**config.mk**
```make
export PLATFORM = sky130hd
export DESIGN_NAME = dmem_arbiter
export DESIGN_NICKNAME = d
export VERILOG_FILES = /design/src/rtl/dmem_arbiter.sv
export SDC_FILE = /design/constraint.sdc
export NUM_CORES = 1
export LEC_CHECK = 0
export CAP_MARGIN = 20
export CORE_MARGIN = 2
export CORE_UTILIZATION = 40
export CTS_BUF_LIST = sky130_fd_sc_hd__clkbuf_8 sky130_fd_sc_hd__clkbuf_16
export CTS_CLUSTER_SIZE = 12
export DETAILED_ROUTE_END_ITERATION = 12
export HOLD_SLACK_MARGIN = 0.03
export PLACE_DENSITY_LB_ADDON = 0.08
export SYNTH_ARGS = -nofsm -noshare
export SYNTH_HDL_FRONTEND = slang
export SYNTH_SLANG_ARGS = --single-unit
```
**constraint.sdc**
```tcl
create_clock -name clk -period 4.9 [get_ports clk]
set_input_delay 0.735 -clock clk [delete_from_list [all_inputs] [get_ports clk]]
set_output_delay 0.735 -clock clk [all_outputs]
set_load 0.02 [all_outputs]
```
**src/rtl/dmem_arbiter.sv**
```systemverilog
// Two-requester arbiter/sequencer for the shared data-cache port: serialises loader
// writes and core loads/stores, alternates on contention and aborts a silent cache.
module dmem_arbiter #(
    parameter int ADDR_W  = 27,
    parameter int TIMEOUT = 4095
) (
    input  logic              clk,
    input  logic              rst,
    input  logic              ld_req,
    input  logic [ADDR_W-1:0] ld_addr,
    input  logic [31:0]       ld_wdata,
    output logic              ld_done,
    input  logic              cr_req,
    input  logic              cr_we,
    input  logic [ADDR_W-1:0] cr_addr,
    input  logic [31:0]       cr_wdata,
    output logic [31:0]       cr_rdata,
    output logic              cr_done,
    output logic              cr_stall,
    output logic              mem_sig,
    output logic              mem_rw,
    output logic [ADDR_W-1:0] mem_addr,
    output logic [31:0]       mem_wdata,
    input  logic [31:0]       mem_rdata,
    input  logic              mem_finish,
    output logic              timeout_err,
    output logic [1:0]        state_dbg
);

    // Handshake: a requester raises req and holds it (with stable addr/data) until its
    // done pulses for one cycle; the cache sees mem_sig held high until mem_finish.
    typedef enum logic [1:0] {IDLE = 2'd0, BUSY = 2'd1, RELEASE = 2'd2} state_t;

    localparam int CNT_W = (TIMEOUT > 0) ? $clog2(TIMEOUT + 1) : 1;
    localparam logic [CNT_W-1:0] TO_VAL  = CNT_W'(TIMEOUT);
    localparam logic [CNT_W-1:0] CNT_MAX = {CNT_W{1'b1}};

    state_t           state;
    logic             owner;   // 1 = core, 0 = loader
    logic             last;    // requester served most recently
    logic [CNT_W-1:0] cnt;
    logic             grant_core;
    logic             timeout_hit;

    // On a tie the requester that was not served last wins.
    assign grant_core  = cr_req & (~ld_req | ~last);
    assign timeout_hit = (TIMEOUT != 0) && (cnt == TO_VAL);
    assign cr_stall    = cr_req & ~cr_done;
    assign state_dbg   = state;

    always_ff @(posedge clk or posedge rst) begin
        if (rst) begin
            state       <= IDLE;
            owner       <= 1'b0;
            last        <= 1'b0;
            cnt         <= '0;
            mem_sig     <= 1'b0;
            mem_rw      <= 1'b1;
            mem_addr    <= '0;
            mem_wdata   <= '0;
            ld_done     <= 1'b0;
            cr_done     <= 1'b0;
            cr_rdata    <= '0;
            timeout_err <= 1'b0;
        end else begin
            ld_done <= 1'b0;
            cr_done <= 1'b0;
            case (state)
                IDLE: begin
                    cnt <= '0;
                    if (ld_req || cr_req) begin
                        owner     <= grant_core;
                        mem_addr  <= grant_core ? cr_addr : ld_addr;
                        mem_wdata <= grant_core ? cr_wdata : ld_wdata;
                        mem_rw    <= grant_core ? ~cr_we : 1'b0;
                        mem_sig   <= 1'b1;
                        state     <= BUSY;
                    end
                end
                BUSY: begin
                    if (cnt != CNT_MAX) cnt <= cnt + 1'b1;
                    // A finish in the timeout cycle still counts as a normal completion.
                    if (mem_finish) begin
                        if (owner) cr_done <= 1'b1;
                        else       ld_done <= 1'b1;
                        if (owner && mem_rw) cr_rdata <= mem_rdata;
                        last    <= owner;
                        mem_sig <= 1'b0;
                        state   <= RELEASE;
                    end else if (timeout_hit) begin
                        if (owner) cr_done <= 1'b1;
                        else       ld_done <= 1'b1;
                        if (owner && mem_rw) cr_rdata <= '0;
                        timeout_err <= 1'b1;
                        mem_sig     <= 1'b0;
                        state       <= RELEASE;
                    end
                end
                RELEASE: begin
                    cnt   <= '0;
                    state <= IDLE;
                end
                default: state <= IDLE;
            endcase
        end
    end

endmodule
```
# Yosys cells after proc, flatten, opt, wreduce, memory -nomap -nowiden
# Index checks and enable logic that the tools add are counted.
[classes] reduce_logical=14 n_addsub=1 muxes=25 bitwise_logic=8 n_eq_ne=7
[op_table] operator="$mux 32" n=5
[op_table] operator="$mux 27" n=1
[op_table] operator="$pmux 12 s2" n=1
[op_table] operator="$add 12x1->12 const B" n=1
[op_table] operator="$eq 12x12->1 const B" n=1
[op_table] operator="$mux 1" n=12
[op_table] operator="$mux 12" n=1
[op_table] operator="$ne 12x12->1 const B" n=1
[op_table] operator="$reduce_and 3->1" n=3
[op_table] operator="$reduce_and 2->1" n=4
[op_table] operator="$mux 2" n=3
[op_table] operator="$reduce_bool 2->1" n=3
[op_table] operator="$not 1->1" n=5
[op_table] operator="$ne 2x2->1 const B" n=2
[op_table] operator="$pmux 2 s2" n=1
[op_table] operator="$ne 3x3->1 const B" n=1
[op_table] operator="$and 1x1->1" n=2
[op_table] operator="$eq 2x1->1 const B" n=1
[op_table] operator="$eq 2x2->1 const B" n=1
[op_table] operator="$logic_not 2->1" n=1
[op_table] operator="$pmux 1 s2" n=1
[op_table] operator="$reduce_or 2->1" n=1
[op_table] operator="$logic_and 1x1->1" n=1
[op_table] operator="$logic_or 1x1->1" n=1
[op_table] operator="$or 1x1->1" n=1
[totals] out_inout_bits=99 in_bits=156 wordCells=67 regBits=112

# Depth between registers and ports, before layout
# Gate-level depths: netlist (run 1).
[logic_depth] word_depth=4 mapped_depth=7 depth_no_buf=5

# Worst setup path after synthesis (run 1)
# OpenSTA, ideal clock, no wires.
[synth_timing] path_kind="input to output" from="input port cr_req" to="output port cr_stall" arrival_time_ns=1.062 path_buffers=0 setup_slack_ns=3.103 cell_stages=1 path_cell_list="nor2b_1"
[synth_between] elab_chain_len=1
[synth_rtl] element="start, declared" line_no="13" text="input logic cr_req,"
[synth_rtl] element="$and 1x1->1" line_no="48" text="assign cr_stall = cr_req & ~cr_done;"
[synth_rtl] element="end, declared" line_no="19" text="output logic cr_stall,"
# No other way between the ends.

# Worst setup path in the final report (run 1)
# Same ends and word-level chain as after synthesis.

==> results of run 1 <==
==> critical path, delay by kind of cell <==
| family | cells | cell delay (ns) |
|---|---|---|
| buffers and inverters | 2 | 1.17 |
| AND/OR/NAND/NOR | 1 | 0.15 |
==> how the worst max path moves through the flow <==
stage | startpoint | to | slack, ns | depth (start not counted)
after floorplan | rst | cnt[0] | 1.21 | 1
after global placement | cr_req | mem_addr[25] | 1.90 | 5
after detailed placement | cr_req | mem_wdata[7] | 1.81 | 5
after CTS | cr_req | cr_stall | 2.11 | 3
after global routing | cr_req | mem_addr[26] | 2.05 | 5
final | cr_req | cr_stall | 2.11 | 3
==> cells in the final DEF, fill, tap and decap left out, drive strengths merged, types with 3 or more instances in the layout <==
| cell | instances |
|---|---|
| o21ai | 68 |
| mux2i | 61 |
| inv | 7 |
| nor3 | 5 |
| nand3 | 4 |
| nand2 | 71 |
| a31oi | 5 |
| clkinv | 3 |
| nand4 | 4 |
| clkdlybuf4s50 | 254 |
| and3 | 3 |
| clkbuf | 11 |
| buf | 7 |
| a22o | 32 |
| dfrtp | 111 |
| nor2 | 9 |
==> power by group through the flow <==
stage	clock, mW	combinational (mW)	sequential [mW]
final	0.676	2.16	1.57
after global routing	0.735	2.33	1.62
after CTS	0.698	2.18	1.57
after detailed placement	0	2.17	1.58
after global placement	0	2.15	1.57
after floorplan	0	0.612	2.03
==> per-stage QoR <==
stage	power [mW]	instance area [um2]	hold slack, ns
floorplan	2.64	4890	0.436
global placement	3.71	7520	0.445
detailed placement	3.75	7520	0.463
CTS	4.45	7790	0.477
global route	4.69	7840	0.490
finish	4.41	7840	0.476
==> sequential cells by signal, summed over array words and instances (netlist names) <==
register and flops:
state_dbg 2, mem_sig 1, last 1, owner 1, mem_addr 27, cnt 12, cr_done 1, ld_done 1
timeout_err 1, mem_wdata 32, cr_rdata 32, mem_rw 1
==> metal layers <==
layer	up-vias	wire, um
met3	24	1360
li1	2032	-
met4	0	378
met5	-	0
met1	2004	5650
met2	188	7200
==> kinds of logic after synthesis <==
family | share of synthesized area
AO/OA/AOI/OAI | 0.156
XOR/XNOR | 0.00358
buffers and inverters | 0.0417
multiplexers | 0.125
flip-flops | 0.574
adder cells (fa/ha/maj) | 0.00256
AND/OR/NAND/NOR | 0.0970
==> cell type report <==
cell class,count,area (um2),area share
Sequential cell,112,2800,0.358
Timing Repair Buffer,262,2650,0.338
Multi-Input combinational cell,288,1910,0.243
Clock buffer,10,239,0.0305
Tap cell,147,184,0.0235
Clock inverter,6,30.0,0.00383
Inverter,5,21.3,0.00271
==> qor.yml, run 1 <==
tightest_slew_ns: 1.03
die_y_um: 115
place.gp.congestion: 0.839
finalSetupViolCount: 0
seq_area_frac_synth: 0.574
hold_violations: 0
path_cells: "clkdlybuf4s50_1 > nor2b_1 > clkdlybuf4s50_1"
synth-warning-count: 0
crit_top_cell: "clkdlybuf4s50_1"
io_buffers: 254
ctsRootBufferMaster: "clkbuf_16"
clkPwrFrac: 0.153
critPathMaxFanout: 4
cpMaxStageDelayCell: "clkdlybuf4s50_1"
synth_fp_nets: 592
syn_inst: 435
htreeDepth: 3
p_switching_mw: 1.68
pin_count: 255
drt-vias-per-instance: 5.12
synth_edf_count: 0
antenna_found_initial: 0
seqPwrFrac: 0.356
row_count: 40
cts_tree: "yes"
layout-drive-gt1-share: 0.0498
ctsResizeCount: 0
synth_common_cells: "dfrtp_1 (111), nand2_1 (71), o21ai_0 (68)"
ir_drop_v: 0.000272
fillers: 1006
diodes: 0
async_reset_ff_frac: 1.00
rsz0062_at_grt: "false"
hpwl_mm: 11.0
use_met2: 0.370
setup_slack_ns: 2.11
path_class: "in -> out"
cp_data_required_time_ns: 4.16
holdPathEnd: "mem_wdata[11]"
grt_pass1_vias: 4277
drtAntennaViolNets: 0
hold_path_class: "reg -> reg"
grt_pass1_wl_mm: 22.5
core_um2: 12000
drt_wl_total_mm: 14.6
timing.final.crit_share: 0.570
cts_hold_buffers: 0
final_util: 0.655
max_slew_margin: 0.315
yosys_most_used_dff: "dfrtp_1"
initial_utilization: 0.409
hold_start: "mem_wdata[11]"
pwr_density_cell_nw_per_um2: 563
hold_depth: 2
r2r-end: "mem_addr[3]"
vias: 4248
die_area_um2: 13100
yosysMostFrequentCell: "dfrtp_1"
worstSetupStartpointType: "input port"
drv_slew: 0
grt_start_max_net_pins: 54
r2r_start: "last"
met1_usage: 0.272
gr-usage-all-layers: 0.223
fin_crit_ns: 2.79
ys_ff_latch: 112
critPathArrivalTime_ns: 2.06
top_usage_layer: "met2"
clk_pin_slew_ns: 0.06
place_ws_ns: 1.81
final_cells: 830
cts_buffers: 9
comb_power_share: 0.491
grt-ovfl-total: 0
netlist.area_leader.share: 0.568
area_delta_synth_final_pct: 60.4
syn_area_um2: 4890
synth.distinct_cells: 45
routedWlPerCell_um: 17.6
cts_sinks: 112
first_pass_iters: 4
drt_iter0_drc: 267
p_leak_nw: 3.46
tns_ns: 0
cp-end-kind: "output pin"
finClkSkew_ns: 0.00514
clk_path_buf_depth: 2
insertion_delay_ns: 0.34
nNetsFinal: 835
postSynthAreaPerCell_um2: 11.2
drcViolationCount: 0
fp.dieW_um: 115
synth_area_leaders: "dfrtp_1 (57%), mux2i_1 (12%), o21ai_0 (7.0%), nand2_1 (5.5%), a22o_1 (5.4%)"
yosysTopAreaCell: "dfrtp_1"
dpl.cell_count: 812
worst_path_largest_cell_delay_ns: 0.61
met3_usage: 0.0741
cap_viol_max_count: 0
outcome: "completed"
post-cts-setup-buffers: 0
internal-power_mw: 2.73
r2r_slack_ns: 2.76
fmax_mhz: 358
reg2regPathDepth: 4
swShare: 0.381
Note: power is estimated with default switching activity, not from simulation.
==> inputs of run 2 (changes only) <==
- clock period: 4.9 -> 2.9 ns (I/O delays scaled with it)
==> run 2 against run 1 <==
Compared with the run above:
- clock-buffer cell count is the same
- clock power increased by 95%
- sequential share of layout area shrank 0.13 points
- combinational power grew 69%
- largest power group unchanged
- highest routed layer unchanged
==> qor.yml, run 2 (synthesis gave the netlist of run 1 again) <==
critPathArrivalTime_ns: 1.82
cts_buffers: 9
insertion_delay_ns: 0.34
rsz0062_at_grt: "false"
die_area_um2: 13100
clk_path_buf_depth: 2
gr-usage-all-layers: 0.211
final_common_cell: "clkdlybuf4s50_1"
layout-drive-gt1-share: 0.0485
timing.final.crit_share: 0.777
io_buffers: 254
worstSetupStartpointType: "input port"
first_pass_iters: 6
cap_viol_max_count: 0
post-cts-setup-buffers: 0
diodes: 0
top_regs: "cr_rdata (32), mem_wdata (32), mem_addr (27)"
pwr_density_cell_nw_per_um2: 969
grt-ovfl-total: 0
initial_utilization: 0.409
die_y_um: 115
hpwl_mm: 10.5
critPathMaxFanout: 4
final_cell_mix: "clkdlybuf4s50_1 (254), dfrtp_1 (111), nand2_1 (71)"
hold_start: "timeout_err"
place.gp.congestion: 0.866
clk_pin_slew_ns: 0.07
drt_wl_total_mm: 14.0
area_delta_synth_final_pct: 61.0
placed_area_um2: 7540
drt-vias-per-instance: 5.11
nNetsFinal: 833
finalSetupViolCount: 0
tightest_slew_ns: 0.591
antenna_found_initial: 0
finClkSkew_ns: 0.00891
htreeDepth: 3
fillers: 971
drtAntennaViolNets: 0
grt_pass1_wl_mm: 21.6
ctsRootBufferMaster: "clkbuf_16"
cts_hold_buffers: 0
path_cells: "clkdlybuf4s50_1 > nor2b_1 > clkdlybuf4s50_1"
drt_iter0_drc: 266
ir_drop_v: 0.000438
fmax_mhz: 444
cts_sinks: 112
power.total_mw: 7.62
dpl.cell_count: 812
drv_slew: 0
p_leak_nw: 3.46
outcome: "completed"
drcViolationCount: 0
pin_count: 255
fin_crit_ns: 2.25
finish.instance_area_um2: 7870
cp_data_required_time_ns: 2.47
ctsResizeCount: 0
core_um2: 12000
row_count: 40
cpMaxStageDelayCell: "clkdlybuf4s50_1"
grt_pass1_vias: 4172
cts_tree: "yes"
final_cells: 828
grt_start_max_net_pins: 113
path_class: "in -> out"
critical_path.startpoint: "cr_req"
routedWlPerCell_um: 17.0
hold_violations: 0
fp.dieW_um: 115
cp-end-kind: "output pin"
vias: 4230
r2r_start: "cnt[7]"
max_slew_margin: 0.606
tns_ns: 0
worst_path_largest_cell_delay_ns: 0.61
holdWs_ns: 0.460
hold_path_class: "reg -> reg"
crit_top_cell: "clkdlybuf4s50_1"
-- run 2: cell count changes in the layout (fill, tap and decap cells not counted) --
cell / delta
buf_12: +2
buf_16: -1
buf_4: -2
bufinv_16: +2
clkbuf_16: -1
clkinv_2: -2
clkinvlp_4: +2
inv_1: -1
inv_4: -1
-- run 2: final cells by class --
type                       instances  area [um2]  area share
tap                              147         184      0.0234
multi-input combinational        288        1910       0.243
inverter                           5        22.5     0.00286
clock buffer                      10         239      0.0304
sequential                       112        2800       0.356
clock inverter                     6        83.8      0.0107
timing repair buffer             260        2630       0.334
-- run 2: metal layers --
layer,routed length [um],global-route usage,vias up
met5,0,0,-
met4,263,0.0626,0
met3,1160,0.0598,17
met2,7030,0.368,172
met1,5590,0.255,2014
li1,-,-,2027
-- run 2: final timing paths --
path                                end  cells after the start  slack [ns]
setup / recovery               cr_stall                      3        0.65
hold / removal              timeout_err                      1        0.46
setup reg to reg            cr_rdata[7]                      5        0.69
hold reg to reg             timeout_err                      1        0.46
max in group asynchronous  mem_wdata[2]                      3        1.85
min in group asynchronous   cr_rdata[0]                      3        0.61
-- run 2: power by group --
part / internal [mW] / switching (mW) / leakage (nW)
Sequential: 2.25 / 0.393 / 1.41
Clock: 0.776 / 0.544 / 0.156
Combinational: 1.78 / 1.88 / 1.89
Total: 4.80 / 2.82 / 3.46
-- run 2: through the flow --
step	setup WS (ns)	util
floorplan	1.11	-
global placement	0.669	0.631
detailed placement	0.641	0.631
CTS	0.638	0.658
global route	0.557	0.658
finish	0.648	0.658
-- run 2: worst max-delay path: cells and delay by family --
family / cells / cell delay [ns]
buffers and inverters: 2 / 1.22
AND/OR/NAND/NOR: 1 / 0.17
==> patch, RTL diff (flow settings as in run 2) <==
The parameter `ADDR_W` goes from 27 to 54.
--- a/src/rtl/dmem_arbiter.sv
+++ b/src/rtl/dmem_arbiter.sv
@@ -1,7 +1,7 @@
 // Two-requester arbiter/sequencer for the shared data-cache port: serialises loader
 // writes and core loads/stores, alternates on contention and aborts a silent cache.
 module dmem_arbiter #(
-    parameter int ADDR_W  = 27,
+    parameter int ADDR_W  = 54,
     parameter int TIMEOUT = 4095
 ) (
     input  logic              clk,
Interface: changed (resized cr_addr, ld_addr and mem_addr); port bits go from 255 to 336. No check against the original RTL was run, so the function may have changed too.
==> patch against run 2 <==
- clock skew is 0.0013 ns lower
- sequential power grew 24%
- wire length is 39% higher
- combinational power increased by 31%
- synthesized area increased by 26%
- clock power up 80%
- count of clock-buffer cells in the layout is 9 higher
- power increased by 37%
- fmax grew 4.2%
- sequential cell count is 27 higher
- cell area rose by 31%
- core utilization increased by 2.6 points
- setup slack gained 0.090 ns
- largest power group unchanged
- highest routed layer unchanged
==> patch: results (changes against run 2) <==
The logs give 769 (+30%) for the synthesized netlist net count and 0.97 ns (+0.28 ns) for the reg-to-reg setup timing slack. The clock latency on the worst-skew pair came out at 0.41 ns (+0.07 ns). In the synthesized netlist, the cells that appear most often are sky130_fd_sc_hd__dfrtp_1 (138), sky130_fd_sc_hd__nor2_1 (96), sky130_fd_sc_hd__a21oi_1 (90).

The logs give 108 (-4.4%) for the pin count of the biggest net entering global routing and 0 (unchanged) for the initial antenna violation count. The maximum clock path buffer count was 2 (unchanged). The run finished with clean final reports. The logs give 41 (-8.9%) for the number of distinct library cell variants in the gate-level netlist after synthesis and 42.7% (+5.8 points) for the met2 demand-to-capacity share in global routing. The register clock-pin slew on the reported worst setup and hold paths is 0.06 ns. The overall routing resource usage is 23.9% (+2.8 points), and the setup skew after layout is 0.00756 ns (-0.00135 ns). For the number of nets in the layout, the log shows 1090 (+31%). In the final layout, the registers with the most flip-flops are mem_addr (54), cr_rdata (32), mem_wdata (32). The HPWL after detailed placement is 14700 um (+40%), and the global placement routability congestion is 0.856 (-1.2%). The async set or reset register ratio after synthesis is 100% (unchanged), and the maximum fanout along the worst path is 3 (-1). For the leakage power of the design, the log shows 4.39 nW (+27%). For the pre-CTS setup slack, the log shows 0.550 ns (-0.0911 ns). The logs give 70.8% (+10 points) for the worst-case headroom to the max-slew limit and 5494 (+30%) for the number of vias in the routed layout.

The tools report the minimum hold slack as 0.309 ns (-0.151 ns). The standard cell area after detailed placement is 9640 um2 (+28%). The average wire per standard cell is 18.1 um (+6.8%). The tools report the wire length of the first global-routing pass as 30000 um (+39%). The total of warnings raised by yosys was 0 (unchanged).

The tools report the highest ir drop seen on vdd as 468 uV (+6.8%). The count of filler cells inserted in the layout came out at 1119 (+15%). For the final antenna diode count, the log shows 0 (unchanged). The via count of the first global-routing pass was 5669 (+36%); the global routing usage on met1 was 25.6% (+0.10 points).

The class of the tightest hold or removal check was input port to asynchronous set/reset pin. Met3 usage in global routing: 8.64% (+2.7 points). The fraction of final layout cells with drive strength greater than 1 is 5.61% (+0.76 points), and the quantity of gates resized following cts is 0 (unchanged). The deepest level of the CTS H-tree is 4 (+1), and the number of violations reported at the end of detailed-routing iteration 0 is 344 (+29%).

The depth of the worst register-to-register path was 5 (unchanged). Counting flops per register, the top entry is mem_addr. By area the synthesized netlist is led by sky130_fd_sc_hd__dfrtp_1 (56%), sky130_fd_sc_hd__mux2i_1 (14%), sky130_fd_sc_hd__a21oi_1 (7.3%).

The dominant register cell in the synthesized netlist is sky130_fd_sc_hd__dfrtp_1. Number of clock buffers inserted by TritonCTS: 17 (+8). In this run the critical register-to-register path is captured at cr_rdata[7]. The count of port buffers added during placement is 335 (+32%). For the arrival time of the worst setup path, the log shows 1.73 ns (-0.09 ns).

The cell at the root of the clock tree is sky130_fd_sc_hd__clkbuf_16. The number of buffers inserted by post-CTS setup repair is 0 (unchanged). The worst register-to-register path begins at state_dbg[0]. The detailed-routing iteration count for the pre-antenna-repair pass was 4 (-2); the sequential area share after synthesis was 56.6% (-0.79 points).
patch: cell types whose count changed after synthesis, sizes merged, moves of 2 or more:
cell           run 2  this run
o21ai             68         7
a41oi              0         2
buf               17        34
inv                5         8
nand3b             0         2
dfrtp            111       138
nand3              4         1
nor2               9        96
nand2             71        12
mux2i             61        88
clkbuf            13         7
a21oi              2        90
patch: worst max path at each step:
stage,startpoint,end,slack [ns],cells after the start
floorplan,rst,cnt[0],0.73,1
global placement,mem_finish,cr_rdata[30],0.66,3
detailed placement,mem_finish,cr_rdata[7],0.55,3
CTS,state_dbg[0],cr_rdata[7],0.55,4
global route,cr_req,cr_stall,0.70,3
finish,cr_req,cr_stall,0.74,3
patch: cell type report:
class	instances	area share [%]
Inverter	8	0.327
Clock buffer	19	4.39
Multi-Input combinational cell	370	23.5
Clock inverter	13	1.92
Timing Repair Buffer	343	33.9
Tap cell	188	2.28
Sequential cell	139	33.7
patch: layer usage:
layer,part of all wire (%),vias to the layer above
met5,0,-
met4,2.7,0
met3,8.3,39
met2,53,245
met1,36,2592
li1,-,2618
patch: logic make-up (layout without fill, tap and decap cells):
kind of cell    after synthesis  after routing  share of synthesized area, %
simple gates                136            136                          9.79
xor+xnor                      2              2                         0.285
mux                          88             88                          14.3
fa+ha+maj                     1              1                         0.203
flops                       139            139                          56.6
compound gates              143            143                          14.5
buf+inv                      49            383                          4.33
patch: critical path, cell delays in order:
cell and delay [ns]:
sky130_fd_sc_hd__clkdlybuf4s50_1 0.52, sky130_fd_sc_hd__nor2b_1 0.16, sky130_fd_sc_hd__clkdlybuf4s50_1 0.62
patch: power by group:
group	internal (mW)	leakage, nW	switching [mW]
Combinational	2.29	2.44	2.50
Sequential	2.78	1.63	0.504
Clock	1.56	0.320	0.819
Total	6.63	4.39	3.82
patch: through the flow:
stage               utilization (%)  total power, mW  std cells
CTS                            68.2             10.6       1079
global placement               63.9             7.99       1047
finish                         68.4             10.5       1080
floorplan                         -             5.69        558
global route                   68.4             11.0       1080
detailed placement             63.9             8.12       1047
